`src/rtl/maj_bist_pkg.sv`:
```
`default_nettype none
// +----------------------------------------------------------------------------+
// | Module      : maj_bist_pkg                                                 |
// | Description : Shared constants, state encoding and vector helpers for the  |
// |               majority-netlist BIST driver.                                |
// | Revision    : 1.0 - initial release                                        |
// +----------------------------------------------------------------------------+
package maj_bist_pkg;

    localparam int N      = 45;
    localparam int THRESH = 23;
    localparam int PCW    = $clog2(N + 1);
    localparam int ROTW   = $clog2(N);

    typedef enum logic [2:0] {
        ST_IDLE   = 3'd0,
        ST_CORNER = 3'd1,
        ST_BOUND  = 3'd2,
        ST_RAND   = 3'd3,
        ST_DONE   = 3'd4
    } state_t;

    // Fibonacci taps 45,44,42,41 expressed over state bits [44:0]
    localparam logic [N-1:0] c_lfsr_taps = 45'h1B00_0000_0000;

    function automatic logic [N-1:0] low_mask(input int unsigned n);
        logic [N-1:0] m;
        m = '0;
        for (int unsigned i = 0; i < N; i++) begin
            m[i] = (i < n);
        end
        return m;
    endfunction

    localparam logic [N-1:0] c_w22 = low_mask(THRESH - 1);
    localparam logic [N-1:0] c_w23 = low_mask(THRESH);

    // Rotate left by k (k < N): upper half of the doubled word after shifting
    function automatic logic [N-1:0] rotl(input logic [N-1:0] v, input logic [ROTW-1:0] k);
        logic [2*N-1:0] d;
        d = {v, v} << k;
        return d[2*N-1:N];
    endfunction

endpackage
`default_nettype wire

```
`src/rtl/maj_popcount.sv`:
```
`default_nettype none
// +----------------------------------------------------------------------------+
// | Module      : maj_popcount                                                 |
// | Description : Combinational population count built as a balanced binary  |
// |               adder tree over a power-of-two padded leaf set.              |
// | Revision    : 1.0 - initial release                                        |
// +----------------------------------------------------------------------------+
module maj_popcount #(
    parameter int N = 45
) (
    input  logic [N-1:0]             in,
    output logic [$clog2(N+1)-1:0]   cnt
);

    localparam int c_pcw = $clog2(N + 1);
    localparam int c_np  = 1 << $clog2(N);

    // Heap layout: node j sums nodes 2j and 2j+1; leaves live at c_np..2*c_np-1
    logic [c_pcw-1:0] w_node [1:2*c_np-1];

    always_comb begin
        for (int i = 1; i < 2 * c_np; i++) begin
            w_node[i] = '0;
        end
        for (int i = 0; i < N; i++) begin
            w_node[c_np + i] = c_pcw'(in[i]);
        end
        for (int j = c_np - 1; j >= 1; j--) begin
            w_node[j] = w_node[2*j] + w_node[2*j+1];
        end
    end

    assign cnt = w_node[1];

endmodule
`default_nettype wire

```
`src/rtl/maj_bist_driver.sv`:
```
`default_nettype none
// +----------------------------------------------------------------------------+
// | Module      : maj_bist_driver                                              |
// | Description : Stimulus/response engine for an N-input majority netlist:   |
// |               corner, threshold-boundary and LFSR phases, mismatch count.  |
// | Revision    : 1.0 - initial release                                        |
// +----------------------------------------------------------------------------+
module maj_bist_driver
    import maj_bist_pkg::*;
#(
    parameter int           NUM_RAND = 4096,
    parameter int           SETTLE   = 1,
    parameter logic [N-1:0] SEED     = 45'h1
) (
    input  logic         clk,
    input  logic         rst,
    input  logic         start,
    output logic [N-1:0] x_out,
    input  logic         y_in,
    output logic         busy,
    output logic         done,
    output logic         pass,
    output logic [15:0]  err_count,
    output logic         fail_valid,
    output logic [N-1:0] fail_vec
);

    localparam int c_idx_span = (2 * N > NUM_RAND) ? 2 * N : NUM_RAND;
    localparam int c_idx_w    = $clog2(c_idx_span);
    localparam int c_set_w    = $clog2(SETTLE + 1);

    localparam logic [c_idx_w-1:0] c_corner_last = c_idx_w'(1);
    localparam logic [c_idx_w-1:0] c_bound_last  = c_idx_w'(2 * N - 1);
    localparam logic [c_idx_w-1:0] c_rand_last   = c_idx_w'(NUM_RAND - 1);
    localparam logic [c_set_w-1:0] c_settle_max  = c_set_w'(SETTLE);
    localparam logic [PCW-1:0]     c_thresh      = PCW'(THRESH);
    localparam logic [N-1:0]       c_seed        = (SEED == '0) ? {{(N-1){1'b0}}, 1'b1} : SEED;

    state_t               r_state;
    state_t               w_state_nxt;
    logic [c_idx_w-1:0]   r_idx;
    logic [c_idx_w-1:0]   w_idx_nxt;
    logic [c_set_w-1:0]   r_settle;
    logic [N-1:0]         r_lfsr;
    logic [N-1:0]         r_x;
    logic [15:0]          r_err;
    logic                 r_fail_valid;
    logic [N-1:0]         r_fail_vec;
    logic                 r_pass;

    logic                 w_busy;
    logic                 w_period_end;
    logic                 w_load;
    logic                 w_cmp;
    logic                 w_finish;
    logic                 w_start_run;
    logic [ROTW-1:0]      w_rot_k;
    logic [N-1:0]         w_vec;
    logic [PCW-1:0]       w_cnt;
    logic                 w_y_ref;
    logic                 w_mismatch;
    logic                 w_lfsr_fb;

    maj_popcount #(
        .N (N)
    ) u_popcount (
        .in  (r_x),
        .cnt (w_cnt)
    );

    assign w_y_ref      = (w_cnt >= c_thresh);
    assign w_mismatch   = (y_in != w_y_ref);
    assign w_busy       = (r_state == ST_CORNER) || (r_state == ST_BOUND) || (r_state == ST_RAND);
    assign w_period_end = (r_settle == c_settle_max);
    assign w_lfsr_fb    = ^(r_lfsr & c_lfsr_taps);

    always_ff @(posedge clk) begin
        if (rst) begin
            r_state <= ST_IDLE;
        end else begin
            r_state <= w_state_nxt;
        end
    end

    // Each compare edge also loads the next vector, so periods run back-to-back
    always_comb begin
        w_state_nxt = r_state;
        w_idx_nxt   = r_idx;
        w_load      = 1'b0;
        w_cmp       = 1'b0;
        w_finish    = 1'b0;
        w_start_run = 1'b0;
        case (r_state)
            ST_IDLE, ST_DONE: begin
                if (start) begin
                    w_start_run = 1'b1;
                    w_load      = 1'b1;
                    w_state_nxt = ST_CORNER;
                    w_idx_nxt   = '0;
                end
            end
            ST_CORNER: begin
                if (w_period_end) begin
                    w_cmp  = 1'b1;
                    w_load = 1'b1;
                    if (r_idx == c_corner_last) begin
                        w_state_nxt = ST_BOUND;
                        w_idx_nxt   = '0;
                    end else begin
                        w_idx_nxt = r_idx + 1'b1;
                    end
                end
            end
            ST_BOUND: begin
                if (w_period_end) begin
                    w_cmp  = 1'b1;
                    w_load = 1'b1;
                    if (r_idx == c_bound_last) begin
                        w_state_nxt = ST_RAND;
                        w_idx_nxt   = '0;
                    end else begin
                        w_idx_nxt = r_idx + 1'b1;
                    end
                end
            end
            ST_RAND: begin
                if (w_period_end) begin
                    w_cmp = 1'b1;
                    if (r_idx == c_rand_last) begin
                        w_state_nxt = ST_DONE;
                        w_finish    = 1'b1;
                    end else begin
                        w_load    = 1'b1;
                        w_idx_nxt = r_idx + 1'b1;
                    end
                end
            end
            default: begin
                w_state_nxt = ST_IDLE;
            end
        endcase
    end

    // Boundary index: bit 0 picks W22/W23, the rest is the rotation amount
    always_comb begin
        w_rot_k = ROTW'(w_idx_nxt >> 1);
        w_vec   = r_x;
        case (w_state_nxt)
            ST_CORNER: w_vec = {N{w_idx_nxt[0]}};
            ST_BOUND:  w_vec = rotl(w_idx_nxt[0] ? c_w23 : c_w22, w_rot_k);
            ST_RAND:   w_vec = r_lfsr;
            default:   w_vec = r_x;
        endcase
    end

    always_ff @(posedge clk) begin
        if (rst) begin
            r_idx        <= '0;
            r_settle     <= '0;
            r_lfsr       <= c_seed;
            r_x          <= '0;
            r_err        <= '0;
            r_fail_valid <= 1'b0;
            r_fail_vec   <= '0;
            r_pass       <= 1'b0;
        end else begin
            r_idx <= w_idx_nxt;

            if (w_start_run) begin
                r_lfsr <= c_seed;
            end else if (w_load && (w_state_nxt == ST_RAND)) begin
                r_lfsr <= {r_lfsr[N-2:0], w_lfsr_fb};
            end

            if (w_load) begin
                r_x      <= w_vec;
                r_settle <= '0;
            end else if (w_busy && !w_period_end) begin
                r_settle <= r_settle + 1'b1;
            end

            if (w_start_run) begin
                r_err        <= '0;
                r_fail_valid <= 1'b0;
                r_fail_vec   <= '0;
                r_pass       <= 1'b0;
            end

            if (w_cmp && w_mismatch) begin
                if (r_err != 16'hFFFF) begin
                    r_err <= r_err + 16'd1;
                end
                if (!r_fail_valid) begin
                    r_fail_valid <= 1'b1;
                    r_fail_vec   <= r_x;
                end
            end

            if (w_finish) begin
                r_pass <= (r_err == '0) && !w_mismatch;
            end
        end
    end

    assign x_out      = r_x;
    assign busy       = w_busy;
    assign done       = (r_state == ST_DONE);
    assign pass       = r_pass;
    assign err_count  = r_err;
    assign fail_valid = r_fail_valid;
    assign fail_vec   = r_fail_vec;

endmodule
`default_nettype wire

```
`config.mk`:
```
export PLATFORM = sky130hd
export DESIGN_NAME = maj_bist_driver
export DESIGN_NICKNAME = d
export VERILOG_FILES = /design/src/rtl/maj_bist_pkg.sv /design/src/rtl/maj_popcount.sv /design/src/rtl/maj_bist_driver.sv
export SDC_FILE = /design/constraint.sdc
export NUM_CORES = 1
export LEC_CHECK = 0
export CORE_ASPECT_RATIO = 1.25
export CORE_MARGIN = 2
export CORE_UTILIZATION = 55
export CTS_BUF_LIST = sky130_fd_sc_hd__clkbuf_8
export CTS_CLUSTER_DIAMETER = 200
export DETAILED_ROUTE_END_ITERATION = 12
export PLACE_DENSITY = 0.8
export SYNTH_ARGS = -nofsm -noshare
export SYNTH_HDL_FRONTEND = slang
export SYNTH_SLANG_ARGS = --single-unit
```
`constraint.sdc`:
```
create_clock -name clk -period 16.93 [get_ports clk]
set_clock_uncertainty 0.2 [all_clocks]
set_input_delay 1.693 -clock clk [delete_from_list [all_inputs] [get_ports clk]]
set_output_delay 1.693 -clock clk [all_outputs]
set_load 0.05 [all_outputs]
```
Yosys cells after proc, flatten, opt, wreduce, memory -nomap -nowiden
Cells that the tools add are included.

Register bits after elaboration: 169. Logic and storage cells: 136. Bits of input ports: 4.

$lt $le $gt $ge: 1. Add/sub/neg operators: 47. Multiplexer cells: 39. Reduce and logical (&&, ||, !) cells: 21. Equality and inequality tests: 17. Shift-type cells: 1.

Operators by type and width (count): two-way mux 45 bit (3); one-hot mux 45 bit (3 select lines) (1); adder 6 bit (21); << shifter 68 x 6 -> 90 bit (1); two-way mux 12 bit (7); two-way mux 16 bit (3); one-hot mux 12 bit (4 select lines) (1); XOR reduction 45 bit (1); adder 1 x 1 -> 2 bit (22); two-way mux 23 bit (1); two-way mux 3 bit (7); adder 16 x 1 -> 16 bit, second input constant (1); logical NOT 16 bit (1); != test 16 bit, second input constant (1); two-way mux 1 bit (14); adder 12 x 1 -> 12 bit, second input constant (1); equality test 12 x 1 -> 1 bit, second input constant (1); equality test 12 bit, second input constant (1); equality test 12 x 7 -> 1 bit, second input constant (1); equality test 3 x 2 -> 1 bit, second input constant (4); one-hot mux 3 bit (4 select lines) (1); != test 2 bit, second input constant (5); OR reduction 2 bit (4); adder 6 x 1 -> 6 bit (1); 16 further kinds (22).

Longest topological paths before layout
Gate-level depths: netlist (run 1).

Depth in word-level cells: 11. Mapped depth: 24.

Cells and area by module
A second synthesis (run 1) with hierarchy kept.

Cells, all modules: 1100. Area total of the unflattened synthesis: 9359.0 um^2.

Modules (own cells, without submodules): maj_bist_driver (seq. area each 3383.2 um^2, times used 1, cells each 963, area an instance 8076.5 um^2); maj_popcount (seq. area each 0.0 um^2, times used 1, cells each 137, area an instance 1282.5 um^2).

Worst setup path after synthesis (run 1)
No wires, ideal clock.

Path type: flip-flop to flip-flop. Start point: reg r_x[43] (netlist: x_out[43]). End point: reg r_fail_vec[30] (netlist: fail_vec[30]). Library setup time: 61 ps. Cell stages (with the launch flop): 22. Data arrival time: 6848 ps. Path slack: 9822 ps. Data required time: 16669 ps. Buffers on the path: 1. Cells stage by stage: dfxtp_1 -> ha_1 -> inv_1 -> fa_1 -> inv_1 -> fa_1 -> fa_1 -> fa_1 -> fa_1 -> inv_1 -> fa_1 -> inv_1 -> ha_1 -> nor2b_1 -> o21ai_0 -> nor3b_1 -> o32ai_1 -> a2111oi_2 -> xor2_1 -> nor4_2 -> clkbuf_1 -> a22o_1.

Cells in the longest elaborated chain, start to end: 9.

RTL lines: start: declaration (RTL line maj_bist_driver.sv:45) `logic [N-1:0] r_x;`; start signal: assignment (RTL line maj_bist_driver.sv:176) `r_x <= w_vec;`; adder 1 x 1 -> 2 bit (RTL line maj_popcount.sv:29) `w_node[j] = w_node[2*j] + w_node[2*j+1];`; adder 6 bit (RTL line maj_popcount.sv:29); adder 6 x 1 -> 6 bit (RTL line maj_popcount.sv:29); adder 6 bit (2 in a row) (RTL line maj_popcount.sv:29); greater-or-equal comparator 6 x 5 -> 1 bit (RTL line maj_bist_driver.sv:71) `assign w_y_ref = (w_cnt >= c_thresh);`; != test 1 bit (RTL line maj_bist_driver.sv:72) `assign w_mismatch = (y_in != w_y_ref);`; logical AND 1 bit (RTL line maj_bist_driver.sv:189) `if (w_cmp && w_mismatch) begin`; two-way mux 45 bit (RTL line maj_bist_driver.sv:189); end signal: assignment (RTL line maj_bist_driver.sv:195) `r_fail_vec <= r_x;`; end: declaration (RTL line maj_bist_driver.sv:48) `logic [N-1:0] r_fail_vec;`.

No other way between the ends. A chain may end at the register's enable or synchronous reset.

Worst setup path after layout (run 1)
Start point: reg r_x[42] (netlist: x_out[42]). End point: reg r_fail_vec[11] (netlist: fail_vec[11]).

Same word-level chain as after synthesis.

==> flow_summary.toml, run 1 <==
[sta]
period_needed_ps = 7690
max_freq_ghz = 0.130
finalSetupViolCount = 0
hold_viol_final = 0
finalSetupTns_ps = 0
relSlewSlack = 0.294
maxSlewViolCount = 0
grt_setup_unrepaired = "false"
worst_pin_slew_ps = 1050
period_share = 0.454

[pwr]
seqPwrFrac = 0.354
power_frac_comb = 0.426
p_leak_nw = 4.18
power_density_mw_per_mm2 = 107
ir_drop_mv = 0.102
p_int_w = 0.000718
power.switching_w = 0.000481
clkPwrFrac = 0.220
switching_share = 0.401

[drt]
post_drt_wl_per_cell_um = 19.9
detail-route-antenna-nets = 0
dr.pass1.iters = 5
drt_iter0_markers = 1042
via_per_inst = 6.29
wl_um = 28500
drc = 0
num_vias = 9025

[min_path]
whs_endpoint = "pass"
hold_depth = 2
hp-start = "pass"
hp-class = "flop to flop"

[cells_and_area]
drive_gt1_frac = 0.0628
antennaDiodeCount = 0
nNetsFinal = 1272
final_util = 0.645
final_common_cell = "dfxtp_1"
syn_to_final_growth_pct = 15.7
final_cell_mix = "dfxtp_1 (169), nand2_1 (142), clkdlybuf4s50_1 (112), a21oi_1 (99), nor2_1 (96)"

[job]
drv_cap = 0

[clock_network]
cts_root_buf = "clkbuf_8"
post-cts-setup-buffers = 0
clk_pin_slew_ps = 90
cts_tree = "built"
clock-sinks = 169
clk_latency_ps = 470
clock_path_buffers = 2
cts_resized = 0
htreeDepth = 4
cts_buffers = 17
ctsHoldBuffers = 0

[critical_path]
critPathSlowestCell = "xor2_1"
cp-start-kind = "flop"
cpPeakStageDelay_ps = 880
regToRegSetupSlack_ps = 9240
worstReg2RegEnd = "fail_vec[11]"
path_buf_inv = 7
r2r-start = "x_out[42]"
worstSetupPathType = "flop to flop"
crit_arrival_ps = 7900
cp.required_ps = 17140
reg2reg_depth = 23
cp_top_family = "adder cells"
endpoint_kind = "flop"
worstPathCellList = "ha_1 -> inv_1 -> fa_1 -> inv_1 -> fa_1 -> inv_1 -> fa_1 -> inv_1 -> fa_1 -> inv_1 -> fa_1 -> fa_1 -> inv_1 -> ha_1 -> nor2b_1 -> o21ai_0 -> nor3b_1 -> o32ai_1 -> a2111oi_2 -> xor2_1 -> o31a_1 -> buf_4 -> a22o_1"
path_max_fanout = 45

[floorplanning]
ios = 114
core.rowCount = 54
chipWidth_um = 122
die_area_mm2 = 0.0186
start_util = 0.558
core_mm2 = 0.0173
fp.dieH_um = 152

[placed_design]
place_congestion = 0.997
port_buffers = 113
post-dp-hpwl_um = 20600

[synth]
synth-main-ff-cell = "dfxtp_1"
netlist_area_mm2 = 0.00964
synth_edf_count = 0
yosysWarningCount = 0
syn_inst = 1129
synth_fp_nets = 1204
synth_cell_types = 89
syn_area_per_cell_um2 = 8.54
ys_seq_area_frac = 0.351
async_reset_ff_frac = 0
ys_ff_latch = 169

[global_routing]
grt_max_degree = 82
antenna_found_initial = 0
grt_pass1_vias = 8298
gr-total-overflow = 0
grt.total_usage = 0.308
grt_pass1_wl_um = 45300

[run_status]
run_status = "complete, no violations"
worst max path at each step:
stage / endpoint / start / slack [ps] / cells after the start
CTS: fail_vec[1] / x_out[42] / 9240 / 23
global route: fail_vec[7] / x_out[42] / 8850 / 23
floorplan: fail_vec[30] / x_out[43] / 9820 / 21
global placement: fail_vec[14] / x_out[42] / 9460 / 23
detailed placement: fail_vec[5] / x_out[42] / 9250 / 23
finish: fail_vec[11] / x_out[42] / 9240 / 23
area by class of cell:
cell class                 count  area, µm²
clock buffer                  18        248
sequential                   169       3380
tap                          224        280
fill                        1510       6140
timing repair buffer         124       1210
clock inverter                14       98.8
multi-input combinational    806       5640
inverter                      79        297
synth_stat cells (3+ instances only):
cell	count	area share
a211oi_1	37	0.029
a21o_1	6	0.0047
a21oi_1	99	0.051
a221o_1	3	0.0031
a221oi_1	17	0.015
a22o_1	48	0.044
a22oi_1	4	0.0031
a22oi_2	3	0.0039
a311oi_1	4	0.0036
a31oi_1	7	0.0045
and2_1	10	0.0065
and3_1	12	0.0078
and4_1	4	0.0036
buf_2	14	0.0073
buf_4	3	0.0023
buf_6	4	0.0047
clkbuf_1	52	0.020
dfxtp_1	169	0.35
fa_1	38	0.079
ha_1	33	0.043
inv_1	79	0.031
nand2_1	143	0.056
nand2b_1	7	0.0045
nand3_1	23	0.012
nand4_1	8	0.0052
nor2_1	96	0.037
nor2b_1	6	0.0039
nor3_1	18	0.0093
nor3_2	4	0.0042
nor3b_1	6	0.0047
nor4_1	12	0.0078
o2111ai_1	4	0.0036
o211ai_1	7	0.0054
o21a_1	5	0.0039
o21ai_0	25	0.013
o21bai_1	3	0.0023
o22ai_1	18	0.012
o311ai_0	9	0.0082
o31ai_1	9	0.0070
o32ai_1	4	0.0036
or3_1	6	0.0039
or4_1	4	0.0031
xnor2_1	6	0.0054
xor2_1	7	0.0064
registers in the layout (all words and copies together) (netlist names):
signal / count
x_out: 45
err_count: 16
fail_valid: 1
r_settle: 1
fail_vec: 45
r_idx: 12
r_lfsr: 45
r_state: 3
pass: 1
kinds of logic after synthesis:
group / synth area share
adder cells (fa/ha/maj): 0.122
buffers and inverters: 0.0660
AND/OR/NAND/NOR: 0.190
flip-flops: 0.351
multiplexers: 0.00104
XOR/XNOR: 0.0118
AO/OA/AOI/OAI: 0.258
tightest hold or removal path, cell delays in order, from the launching register on:
cell	delay, ps
dfxtp_1	320
nand3_1	60
a21oi_1	50
power groups by stage:
stage | logic [W] | clock network (W) | registers (W)
after detailed placement | 0.000515 | 0 | 0.000434
after floorplan | 0.000363 | 0 | 0.000463
after CTS | 0.000517 | 0.000266 | 0.000424
after global routing | 0.000581 | 0.000283 | 0.000426
after global placement | 0.000498 | 0 | 0.000433
final | 0.000511 | 0.000263 | 0.000425
routing by layer:
metal / wire length (µm) / vias up / GRT usage
met5: 0 / - / 0
met4: 760 / 0 / 0.110
met3: 1950 / 61 / 0.0462
met2: 13400 / 432 / 0.483
met1: 12300 / 4307 / 0.430
li1: - / 4225 / -
through the flow:
step	hold slack [ps]	setup slack [ps]	std cells	cell area, µm²	total power [W]
after floorplan	245	9820	1129	9640	0.000826
after global placement	257	9460	1402	10800	0.000930
after detailed placement	264	9250	1402	10800	0.000948
after CTS	277	9240	1434	11200	0.00121
after global routing	291	8850	1434	11200	0.00129
final	272	9240	1434	11200	0.00120
Power figures use the tool's default switching activity.
==> inputs of run 2 (changes only) <==
--- a/config.mk
+++ b/config.mk
@@ -7,7 +7,7 @@
 export LEC_CHECK = 0
 export CORE_ASPECT_RATIO = 1.25
 export CORE_MARGIN = 2
-export CORE_UTILIZATION = 55
+export CORE_UTILIZATION = 53
 export CTS_BUF_LIST = sky130_fd_sc_hd__clkbuf_8
 export CTS_CLUSTER_DIAMETER = 200
 export DETAILED_ROUTE_END_ITERATION = 12
==> constraint.sdc (replaced) <==
create_clock -name clk -period 6.8 [get_ports clk]
set_clock_uncertainty 0.2 [all_clocks]
set_input_delay 0.68 -clock clk [delete_from_list [all_inputs] [get_ports clk]]
set_output_delay 0.68 -clock clk [all_outputs]
set_load 0.05 [all_outputs]
==> run 2 against run 1 <==
  * Die area up 3.7%
  * Cell area grew 3.9%
  * First-iteration DRC count down 10%
  * Routed wire length grew 6.9%
  * Via count grew 1.5%
  * Hold slack gained 3.3 ps
  * Maximum frequency grew 17%
  * Sequential power rose by 150%
  * Clock-buffer cell count grew 1
  * Critical path type unchanged
  * Critical endpoint is now fail_vec[10]
  * Largest power group unchanged
==> flow_summary.toml, run 2 (synthesis results as in run 1) <==
[critical_path]
cp.required_ps = 6970
critPathSlowestCell = "fa_2"
cp-start-kind = "flop"
path_max_fanout = 12
worstPathCellList = "ha_1 -> inv_1 -> fa_2 -> fa_2 -> fa_1 -> inv_2 -> fa_2 -> inv_2 -> fa_2 -> fa_1 -> inv_1 -> ha_1 -> nor2b_1 -> o21ai_2 -> nor3b_2 -> o32ai_2 -> a2111oi_2 -> buf_4 -> xor2_4 -> nor4_4 -> buf_4 -> buf_12 -> a22o_1"
regToRegSetupSlack_ps = 230
cpPeakStageDelay_ps = 590
endpoint_kind = "flop"
crit_arrival_ps = 6740
r2r-start = "x_out[23]"
endpoint = "fail_vec[10]"
worstReg2RegEnd = "fail_vec[10]"
worstSetupPathType = "flop to flop"
cpMostUsedCell = "fa_2"
reg2reg_depth = 23
startpoint = "x_out[23]"

[floorplanning]
fp.dieH_um = 155
chipWidth_um = 125
ios = 114
core_mm2 = 0.0180
start_util = 0.537
core.rowCount = 55
die_area_mm2 = 0.0193

[global_routing]
antenna_found_initial = 0
grt.total_usage = 0.313
gr-total-overflow = 0
grt_pass1_wl_um = 48100
grt_max_degree = 69
grt_pass1_vias = 8736

[pwr]
power_density_mw_per_mm2 = 296
clkPwrFrac = 0.218
p_leak_nw = 4.38
power.switching_w = 0.00137
power_frac_comb = 0.474
seqPwrFrac = 0.308
p_int_w = 0.00206
power_w = 0.00343
switching_share = 0.398
ir_drop_mv = 0.372

[drt]
num_vias = 9164
wl_um = 30400
dr.pass1.iters = 5
post_drt_wl_per_cell_um = 20.8
detail-route-antenna-nets = 0
drc = 0
via_per_inst = 6.27
drt_iter0_markers = 933

[cells_and_area]
fillCellCount = 1540
antennaDiodeCount = 0
syn_to_final_growth_pct = 20.2
multi_input_area_mm2 = 0.00571
layout.cells.non_filler = 1462
drive_gt1_frac = 0.118
final_cell_mix = "nand2_1 (142), dfxtp_1 (140), clkdlybuf4s50_1 (112), a21oi_1 (99), nor2_1 (96)"
nNetsFinal = 1296
final_common_cell = "nand2_1"
seq_area_mm2 = 0.00343
final_area_mm2 = 0.0116

[clock_network]
clk_pin_slew_ps = 90
cts_buffers = 17
clk_latency_ps = 480
clock_path_buffers = 2
cts_root_buf = "clkbuf_8"
cts_tree = "built"
ctsHoldBuffers = 0
clock-sinks = 169
htreeDepth = 4

[placed_design]
place_congestion = 0.955
post-dp-hpwl_um = 21700
port_buffers = 113
place_ws_ps = 13.6
dpl_cell_area_mm2 = 0.0110
placedCellCount = 1422

[min_path]
hp-start = "r_lfsr[9]"
hp-class = "flop to flop"

[run_status]
run_status = "complete, no violations"

[sta]
fin_ws_ps = 233
worst_pin_slew_ps = 917
relSlewSlack = 0.386
finalSetupViolCount = 0
max_freq_ghz = 0.152
finalSetupTns_ps = 0
period_needed_ps = 6570
period_share = 0.966
hold_viol_final = 0
maxSlewViolCount = 0

[job]
drv_cap = 0
==> run 2: cell count changes in the layout (fill, tap and decap cells not counted), sizes merged <==
cell | before | now
buf | 12 | 35
bufbuf | 0 | 1
bufinv | 0 | 2
clkbuf | 18 | 19
clkinv | 3 | 5
clkinvlp | 5 | 2
inv | 85 | 83
==> run 2: metal layers <==
metal	track usage	wire, µm	up-vias	part of all wire
met5	0	0	-	0
met4	0.135	1200	0	0.039
met3	0.0453	1820	82	0.060
met2	0.521	14800	369	0.49
met1	0.406	12600	4459	0.42
li1	-	-	4254	-
==> run 2: worst min-delay path by stage <==
stage / end / cells past startpoint / slack, ps
after floorplan: r_lfsr[24] / 2 / 250
after global placement: pass / 2 / 250
after detailed placement: r_lfsr[5] / 2 / 260
after CTS: r_lfsr[13] / 2 / 270
after global routing: r_lfsr[35] / 2 / 290
final: r_lfsr[9] / 2 / 280
==> run 2: what timing repair did <==
action	4_1_cts	5_1_grt
buffers inserted	5	2
resized for setup	10	14
pin swaps	4	13
cloned	3	0
setup endpoints to repair	44	63
==> run 2: power groups by stage <==
stage,Combinational (W),Sequential [W],Clock (W)
detailed placement,0.00137,0.00108,0
finish,0.00163,0.00106,0.000748
floorplan,0.000908,0.00116,0
global placement,0.00130,0.00108,0
CTS,0.00153,0.00106,0.000750
global route,0.00181,0.00106,0.000792
==> run 2: critical path, delay by kind of cell (launching register included) <==
kind | cells | cell delay [ps]
flip-flops | 1 | 370
XOR/XNOR | 1 | 280
AND/OR/NAND/NOR | 3 | 440
AO/OA/AOI/OAI | 4 | 780
adder cells (fa/ha/maj) | 8 | 3610
buffers and inverters | 7 | 770
==> run 2: area by class of cell <==
cell class | count | area share
Clock inverter | 13 | 0.0124
Tap cell | 228 | 0.0246
Inverter | 79 | 0.0256
Timing Repair Buffer | 148 | 0.126
Clock buffer | 19 | 0.0226
Multi-Input combinational cell | 806 | 0.493
Sequential cell | 169 | 0.296
==> run 2: stage by stage <==
step | hold slack [ps] | utilization
2_1_floorplan | 245 | -
3_3_place_gp | 254 | 0.612
3_5_place_dp | 261 | 0.612
4_1_cts | 274 | 0.643
5_1_grt | 291 | 0.646
6_report | 276 | 0.646
